`src/rtl/iccm_port_arbiter.sv`:
```
// ICCM port arbiter: shares the single ICCM SRAM port between the fetch
// adapter (port 0) and the program loader (port 1). Round-robin in normal
// operation, an exclusive-lock sequence for the loader, and an owner FIFO
// that steers each in-order read response back to the port that issued it.
module iccm_port_arbiter #(
    parameter int AW             = 12,
    parameter int DW             = 32,
    parameter int MaxOutstanding = 2
) (
    input  logic          clk_i,
    input  logic          rst_ni,

    input  logic          p0_req_i,
    input  logic          p0_we_i,
    input  logic [AW-1:0] p0_addr_i,
    input  logic [DW-1:0] p0_wdata_i,
    input  logic [DW-1:0] p0_wmask_i,
    output logic          p0_gnt_o,
    output logic          p0_rvalid_o,

    input  logic          p1_req_i,
    input  logic          p1_we_i,
    input  logic [AW-1:0] p1_addr_i,
    input  logic [DW-1:0] p1_wdata_i,
    input  logic [DW-1:0] p1_wmask_i,
    output logic          p1_gnt_o,
    output logic          p1_rvalid_o,

    output logic [DW-1:0] p_rdata_o,

    input  logic          lock_i,
    output logic          lock_ack_o,

    output logic          mem_req_o,
    output logic          mem_we_o,
    output logic [AW-1:0] mem_addr_o,
    output logic [DW-1:0] mem_wdata_o,
    output logic [DW-1:0] mem_wmask_o,
    input  logic          mem_gnt_i,
    input  logic          mem_rvalid_i,
    input  logic [DW-1:0] mem_rdata_i,

    output logic          resp_err_o
);

    // A depth-1 FIFO still needs a one-bit pointer.
    localparam int PW = (MaxOutstanding > 1) ? $clog2(MaxOutstanding) : 1;
    localparam int CW = $clog2(MaxOutstanding + 1);
    localparam logic [CW-1:0] FULL_CNT = CW'(MaxOutstanding);
    localparam logic [PW-1:0] LAST_PTR = PW'(MaxOutstanding - 1);

    typedef enum logic [1:0] {
        ST_SHARED = 2'd0,
        ST_DRAIN  = 2'd1,
        ST_LOCKED = 2'd2
    } state_e;

    state_e          state_r;
    logic            lock_ack_r;
    logic            prio_r;      // port preferred when both are eligible
    logic            err_r;

    logic            fifo_r [MaxOutstanding];
    logic [PW-1:0]   wr_ptr_r;
    logic [PW-1:0]   rd_ptr_r;
    logic [CW-1:0]   count_r;

    logic            full_s;
    logic            empty_s;
    logic            p0_elig_s;
    logic            p1_elig_s;
    logic            sel0_s;
    logic            sel1_s;
    logic            gnt0_s;
    logic            gnt1_s;
    logic            push_s;
    logic            pop_s;
    logic            head_s;
    logic [CW-1:0]   cnt_next_s;

    logic            mem_req_s;
    logic            mem_we_s;
    logic [AW-1:0]   mem_addr_s;
    logic [DW-1:0]   mem_wdata_s;
    logic [DW-1:0]   mem_wmask_s;

    // Pointer advance with explicit wrap at the FIFO depth.
    function automatic logic [PW-1:0] ptr_inc(input logic [PW-1:0] ptr);
        return (ptr == LAST_PTR) ? {PW{1'b0}} : ptr + PW'(1);
    endfunction

    // Reads need a free owner slot; writes never produce a response.
    // Combinational outputs are forced quiet while reset is asserted.
    assign full_s    = (count_r == FULL_CNT);
    assign empty_s   = (count_r == {CW{1'b0}});
    assign p0_elig_s = rst_ni & p0_req_i & (p0_we_i | ~full_s) &
                       (state_r == ST_SHARED);
    assign p1_elig_s = rst_ni & p1_req_i & (p1_we_i | ~full_s) &
                       ((state_r == ST_SHARED) | (state_r == ST_LOCKED));

    // Round-robin choice between the eligible requesters.
    always_comb begin
        sel0_s = 1'b0;
        sel1_s = 1'b0;
        if (p0_elig_s && p1_elig_s) begin
            sel0_s = ~prio_r;
            sel1_s = prio_r;
        end else begin
            sel0_s = p0_elig_s;
            sel1_s = p1_elig_s;
        end
    end

    // Memory request fields follow the selected port; idle port is all-zero.
    always_comb begin
        mem_req_s   = 1'b0;
        mem_we_s    = 1'b0;
        mem_addr_s  = {AW{1'b0}};
        mem_wdata_s = {DW{1'b0}};
        mem_wmask_s = {DW{1'b0}};
        if (sel0_s) begin
            mem_req_s   = 1'b1;
            mem_we_s    = p0_we_i;
            mem_addr_s  = p0_addr_i;
            mem_wdata_s = p0_wdata_i;
            mem_wmask_s = p0_wmask_i;
        end else if (sel1_s) begin
            mem_req_s   = 1'b1;
            mem_we_s    = p1_we_i;
            mem_addr_s  = p1_addr_i;
            mem_wdata_s = p1_wdata_i;
            mem_wmask_s = p1_wmask_i;
        end else begin
            mem_req_s   = 1'b0;
        end
    end

    assign gnt0_s = sel0_s & mem_gnt_i;
    assign gnt1_s = sel1_s & mem_gnt_i;
    assign push_s = (gnt0_s & ~p0_we_i) | (gnt1_s & ~p1_we_i);
    assign pop_s  = rst_ni & mem_rvalid_i & ~empty_s;
    assign head_s = fifo_r[rd_ptr_r];

    // Occupancy after this cycle's push/pop, also used for the drain exit.
    always_comb begin
        cnt_next_s = count_r;
        case ({push_s, pop_s})
            2'b10:   cnt_next_s = count_r + CW'(1);
            2'b01:   cnt_next_s = count_r - CW'(1);
            default: cnt_next_s = count_r;
        endcase
    end

    // Lock sequencing FSM; lock_ack is high exactly while LOCKED.
    always_ff @(posedge clk_i or negedge rst_ni) begin
        if (!rst_ni) begin
            state_r    <= ST_SHARED;
            lock_ack_r <= 1'b0;
        end else begin
            case (state_r)
                ST_SHARED: begin
                    state_r    <= lock_i ? ST_DRAIN : ST_SHARED;
                    lock_ack_r <= 1'b0;
                end
                ST_DRAIN: begin
                    if (!lock_i) begin
                        state_r    <= ST_SHARED;
                        lock_ack_r <= 1'b0;
                    end else if (cnt_next_s == {CW{1'b0}}) begin
                        state_r    <= ST_LOCKED;
                        lock_ack_r <= 1'b1;
                    end else begin
                        state_r    <= ST_DRAIN;
                        lock_ack_r <= 1'b0;
                    end
                end
                ST_LOCKED: begin
                    if (!lock_i) begin
                        state_r    <= ST_SHARED;
                        lock_ack_r <= 1'b0;
                    end else begin
                        state_r    <= ST_LOCKED;
                        lock_ack_r <= 1'b1;
                    end
                end
                default: begin
                    state_r    <= ST_SHARED;
                    lock_ack_r <= 1'b0;
                end
            endcase
        end
    end

    // Round-robin pointer moves only when a grant actually happens.
    always_ff @(posedge clk_i or negedge rst_ni) begin
        if (!rst_ni) begin
            prio_r <= 1'b0;
        end else if (gnt0_s) begin
            prio_r <= 1'b1;
        end else if (gnt1_s) begin
            prio_r <= 1'b0;
        end else begin
            prio_r <= prio_r;
        end
    end

    // Owner FIFO: records which port issued each read still in flight.
    always_ff @(posedge clk_i or negedge rst_ni) begin
        if (!rst_ni) begin
            for (int i = 0; i < MaxOutstanding; i++) begin
                fifo_r[i] <= 1'b0;
            end
            wr_ptr_r <= {PW{1'b0}};
            rd_ptr_r <= {PW{1'b0}};
            count_r  <= {CW{1'b0}};
        end else begin
            if (push_s) begin
                fifo_r[wr_ptr_r] <= gnt1_s;
                wr_ptr_r         <= ptr_inc(wr_ptr_r);
            end
            if (pop_s) begin
                rd_ptr_r <= ptr_inc(rd_ptr_r);
            end
            count_r <= cnt_next_s;
        end
    end

    // Sticky flag for a response that has no matching outstanding read.
    always_ff @(posedge clk_i or negedge rst_ni) begin
        if (!rst_ni) begin
            err_r <= 1'b0;
        end else if (mem_rvalid_i && empty_s) begin
            err_r <= 1'b1;
        end else begin
            err_r <= err_r;
        end
    end

    assign p0_gnt_o    = gnt0_s;
    assign p1_gnt_o    = gnt1_s;
    assign p0_rvalid_o = pop_s & ~head_s;
    assign p1_rvalid_o = pop_s & head_s;
    assign p_rdata_o   = (rst_ni && mem_rvalid_i) ? mem_rdata_i : {DW{1'b0}};
    assign lock_ack_o  = lock_ack_r;
    assign resp_err_o  = err_r;
    assign mem_req_o   = mem_req_s;
    assign mem_we_o    = mem_we_s;
    assign mem_addr_o  = mem_addr_s;
    assign mem_wdata_o = mem_wdata_s;
    assign mem_wmask_o = mem_wmask_s;

endmodule
```
`config.mk`:
```
export PLATFORM = sky130hd
export DESIGN_NAME = iccm_port_arbiter
export DESIGN_NICKNAME = d
export VERILOG_FILES = /design/src/rtl/iccm_port_arbiter.sv
export SDC_FILE = /design/constraint.sdc
export NUM_CORES = 1
export LEC_CHECK = 0
export CORE_AREA = 2 2 122 124
export DETAILED_ROUTE_END_ITERATION = 8
export DIE_AREA = 0 0 124 126
export SYNTH_ARGS = -nofsm -noshare
export SYNTH_HDL_FRONTEND = slang
export SYNTH_SLANG_ARGS = --single-unit
```
`constraint.sdc`:
```
create_clock -name clk_i -period 2.91 [get_ports clk_i]
set_clock_uncertainty 0.1 [all_clocks]
set_input_delay 0.582 -clock clk_i [delete_from_list [all_inputs] [get_ports clk_i]]
set_output_delay 0.582 -clock clk_i [all_outputs]
set_load 0.005 [all_outputs]
```
Word-level counts from Yosys, hierarchy flattened
Cells that the tools add are included.
{ "classes": {"n_eq_ne": 5, "n_div": 0, "n_addsub": 4, "n_mux": 33, "bitwise_logic": 26, "n_mul": 0, "n_shift": 0, "order_cmp": 3, "n_reduce_logical": 8} }
{ "ops": {"columns": ["op", "n"], "rows": [
  ["$mux W32", 5],
  ["$mux W12", 2],
  ["$mux W1", 18],
  ["$and A1 B1 Y1", 14],
  ["$eq A2 B2 Y1 const B", 3],
  ["$logic_not A2 Y1", 3],
  ["$mux W2", 3],
  ["$not A1 Y1", 6],
  ["$pmux W2 S3", 1],
  ["$eq A2 B1 Y1 const B", 2],
  ["$ge A2 B2 Y1 const B", 2],
  ["$logic_and A1 B1 Y1", 4],
  ["$not A1 Y2", 2],
  ["$or A1 B1 Y1", 4],
  ["$pmux W2 S2", 1],
  ["$add A1 B1 Y1 const B", 2],
  ["$add A2 B1 Y2 const B", 1],
  ["$bwmux W2", 1],
  ["$lt A2 B1 Y1 const B", 1],
  ["$pmux W1 S2", 1],
  ["$reduce_bool A2 Y1", 1],
  ["$sub A2 B1 Y2 const B", 1],
  ["$demux W1 S1", 1]
]} }
{ "totals": {"wordCells": 88, "memories": 0, "ff_bits": 11, "romBits": 0, "out_inout_bits": 116, "latch_bits": 0, "mem_bits_rw": 0, "input_bits": 193} }

Depth between registers and ports, before layout
{ "depth": {"depth_word": 16, "mapped_depth": 13, "ltp_nobuf": 12} }

Least setup slack after synthesis
No wires, ideal clock.
{ "synth_path": {"path_kind": "input to register", "startpoint": "input p0_we_i", "endpoint": "register lock_ack_r (netlist: lock_ack_o)", "path_buffers": 1, "required_time_ns": 2.687, "path_stages": 11, "arrival_ns": 2.246, "setup_time_ns": 0.123, "slack_ns": 0.441, "cell_sequence": "or3b_1 nand4_1 o21a_1 buf_4 a32oi_1 ha_1 xnor2_1 nor2_1 a22o_1 a21oi_1 nor2_1"} }
{ "synth_between": {"elab_chain_len": 14, "elab_cells_between_ends": 19, "cone_classes": "eq/ne: 2; mux: 6; bitwise: 9; reduce/logical: 2"} }
{ "synth_lines": {"columns": ["item", "line", "source"], "rows": [
  ["start, declared", "14", "input logic p0_we_i,"],
  ["$or A1 B1 Y1", "96", "assign p0_elig_s = rst_ni & p0_req_i & (p0_we_i | ~full_s) &"],
  ["$and A1 B1 Y1 (2 in a row)", "96", null],
  ["$logic_and A1 B1 Y1", "105", "if (p0_elig_s && p1_elig_s) begin"],
  ["$mux W1", "105", null],
  ["$and A1 B1 Y1, on equally long branches", "138, 139", null],
  ["$and A1 B1 Y1", "140", "assign push_s = (gnt0_s & ~p0_we_i) | (gnt1_s & ~p1_we_i);"],
  ["$or A1 B1 Y1 (*)", "140", null],
  ["$eq A2 B1 Y1 / $eq A2 B2 Y1 (equally long branches)", "147", "case ({push_s, pop_s})"],
  ["$pmux W2 S2 (*)", "147", null],
  ["$logic_not A2 Y1 (*)", "169", "end else if (cnt_next_s == {CW{1'b0}}) begin"],
  ["$mux W1 (*)", "169", null],
  ["$mux W1 (*)", "166", "if (!lock_i) begin"],
  ["$pmux W1 S2 (*)", "160", "case (state_r)"],
  ["end signal, assigned", "163", "lock_ack_r <= 1'b0;"],
  ["end signal, assigned", "168", "lock_ack_r <= 1'b0;"],
  ["end signal, assigned", "171", "lock_ack_r <= 1'b1;"],
  ["end, declared", "59", "logic lock_ack_r;"]
]} }
Every way passes the cells marked *; elsewhere a longest branch is shown, timed or not.
A chain may end at the register's enable or synchronous reset.

Worst setup path after layout
{ "layout_path": {"startpoint": "register state_r[1]", "endpoint": "output mem_addr_o[10]"} }
{ "layout_between": {"elab_chain_len": 7, "elab_cells_between_ends": 10, "cone_classes": "eq/ne: 1; mux: 4; bitwise: 3; reduce/logical: 2"} }
{ "layout_lines": {"columns": ["item", "line", "source"], "rows": [
  ["start, declared", "58", "state_e state_r;"],
  ["start signal, assigned", "162", "state_r <= lock_i ? ST_DRAIN : ST_SHARED;"],
  ["$eq A2 B2 Y1 / $logic_not A2 Y1 (equally long branches)", "99, 97", null],
  ["$or A1 B1 Y1", "99", "((state_r == ST_SHARED) | (state_r == ST_LOCKED));"],
  ["$and A1 B1 Y1", "98", "assign p1_elig_s = rst_ni & p1_req_i & (p1_we_i | ~full_s) &"],
  ["$logic_and A1 B1 Y1", "105", null],
  ["$mux W1", "105", null],
  ["$mux W12", "127", "end else if (sel1_s) begin"],
  ["$mux W12 (*)", "121", "if (sel0_s) begin"],
  ["end, declared", "36", "output logic [AW-1:0] mem_addr_o,"]
]} }
Marked as above.

==> metrics.cfg <==
[run_status]
status=finished, violations left
violations=negative setup slack

[timing]
worst_slack_ps=-112
max_freq_ghz=0.331
rsz0062_at_grt=true
setup_tns_ps=-4060
hold_slack_ps=348
tightest_slew_ps=324
relSlewSlack_pct=78.3
setup_viol=68
hold_viol_final=0
finalCritPeriodShare_pct=104
drv_slew=0
layout_min_cycle_time_ps=3020

[routing]
wire_per_inst_um=19.5
vias_per_cell=4.32
drc=0
routed_wl_um=14400
drtAntennaViolNets=0
vias=3188
drt_iter0_drc=98
firstDrtPassIters=4

[cells_and_area]
mostFrequentLayoutCells=clkdlybuf4s50_1, a22o_1, buf_2, buf_4, and3_1
layout-drive-gt1-share_pct=30.1
area_growth_pct=244
final_core_util_pct=39.4
fin_nets=751
final_common_cell=clkdlybuf4s50_1
design_area_um2=5640

[critical_path]
cp-startpoint=state_r[1]
startpoint_type=register
end_kind=output port
ff2ff_path_depth=15
cp_data_arrival_time_ps=2340
cp_max_fo=6
reg2reg_to=state_r[1]
ff2ff_setup_slack_ps=60
crit_end=mem_addr_o[10]
cp.required_ps=2230
worstReg2RegStart=state_r[1]
critPathKind=register to output port

[synthesis]
yosys-top-cells-area=a22o_1, dfrtp_1, and3_1
synth_xor_area_share_pct=3.21
synth_top_family_by_area=compound AO/OA/AOI/OAI gates
syn_area_um2=1640
avgSynthCellArea_um2=8.28
synth_area_leader_cell=a22o_1
syn_nets=396
muxShareOfSynthArea_pct=0.611
synth_simple_gate_area_share_pct=18.5
synth-adder-area-share_pct=3.82
ys_types=31
syn_inst=198
synth_seq_cells=11
synth-compound-area-share_pct=48.2
yosysTopAreaCellShare_pct=41.7
yosys_warnings=0
ys_seq_area_share_pct=16.8

[die]
die_area_um2=15600
io_pins=309
rows=44
fp.dieH_um=126
initial_core_util_pct=11.5
fp.dieW_um=124
core_um2=14300

[power_and_ir_drop]
power_density_nw_per_um2=427
vdd_ir_drop_max_v=0.000185
leakagePower_uw=0.00259

[clocking]
clk_pin_slew_worst_paths_ps=50
cts_max_level=1
cts.sinks=11
clockBufferDepth=2
cts_buffers=3
clk_latency_ps=250
cts_root_buf=clkbuf_16
tritoncts=done

[place]
port_buffers=308
hpwlAfterDp_um=10200
routabilityCongestion=0.865
placed_cell_area_um2=5090

[grt]
overflow=0
track_usage_pct=16.7
grt_pass1_vias=3322
grt_antenna_before_repair=3
grt_max_degree=39
grt_pass1_wl_um=19600

[run]
maxCapViolations=0

[min_path]
min_path_type=input pin to async pin

-- logic make-up after synthesis --
kind of cell / Yosys count
and+or+nand+nor: 52
muxes: 1
buffers and inverters: 31
AOI/OAI and AO/OA: 92
xor gates and xnor gates: 6
DFF: 11
adders and majority gates: 5
-- metal layers --
metal  GRT usage (%)  vias to the layer above  routed length [um]  share of wire (%)
met5               0                        -                  13              0.091
met2            30.4                      173                7570                 53
met4            4.89                        2                 352                2.5
li1                -                     1503                   -                  -
met3            3.85                       24                 883                6.1
met1            19.2                     1486                5550                 39
-- worst min-delay path by stage --
stage                     from          to  slack [ps]  cells past startpoint
floorplan               rst_ni  count_r[0]         190                      0
global placement    resp_err_o  resp_err_o         340                      1
detailed placement  resp_err_o  resp_err_o         350                      1
CTS                 resp_err_o  resp_err_o         350                      1
global route        resp_err_o  resp_err_o         380                      1
finish                  rst_ni    wr_ptr_r         350                      2
-- stage by stage --
stage | cells | total power [uW] | worst slack [ps]
after floorplan | 198 | 832 | 441
after global placement | 693 | 1780 | -567
after detailed placement | 693 | 1790 | -560
after CTS | 731 | 2340 | -153
after global routing | 736 | 2540 | -227
final | 738 | 2410 | -112
-- worst max-delay path, stage by stage (launching register included) --
cell	delay, ps
dfrtp_1	390
inv_2	70
ha_4	160
o211ai_1	300
nor2_2	100
buf_4	150
a21oi_4	200
buf_12	150
buf_6	130
buf_16	120
a22o_1	120
clkdlybuf4s15_2	200
-- registers in the layout (all words and copies together), names as in the netlist --
name	cells
count_r	2
fifo_r	2
lock_ack_o	1
prio_r	1
rd_ptr_r	1
resp_err_o	1
state_r	2
wr_ptr_r	1
-- power breakdown --
| part | total, uW | internal [uW] | leakage, uW | switching [uW] |
|---|---|---|---|---|
| Sequential | 277 | 214 | 0.000131 | 63.2 |
| Combinational | 1860 | 1180 | 0.00242 | 685 |
| Clock | 264 | 183 | 0.0000409 | 80.7 |
-- area by class of cell --
cell class / count / area, um2
inverter: 7 / 26.3
multi-input combinational: 156 / 1310
clock buffer: 3 / 75.1
sequential: 11 / 275
clock inverter: 1 / 5.00
tap: 184 / 230
timing repair buffer: 374 / 3710
fill: 1446 / 8680
antenna: 2 / 5.00
-- synthesized netlist by cell type --
library cell,n
a22o_1,78
and3_1,32
clkbuf_1,13
dfrtp_1,11
buf_2,8
nor2_1,8
inv_1,7
ha_1,5
xnor2_1,5
a21oi_1,3
a21o_1,2
buf_6,2
nand2_1,2
nand2b_1,2
nand3_1,2
nor3b_1,2
o211ai_1,2
a21oi_2,1
a22oi_1,1
a32oi_1,1
and2_1,1
buf_4,1
mux2i_1,1
nand4_1,1
nor2b_1,1
o21a_1,1
o21ai_0,1
o2bb2ai_1,1
o32ai_2,1
or3b_1,1
xor2_1,1
-- what timing repair did --
item	CTS	global route
gates resized for setup	340	21
gates cloned	14	2
setup buffers	20	6
setup endpoints to repair	85	81
hold buffers	0	0
pin swaps	11	11
Power figures use the tool's default switching activity.
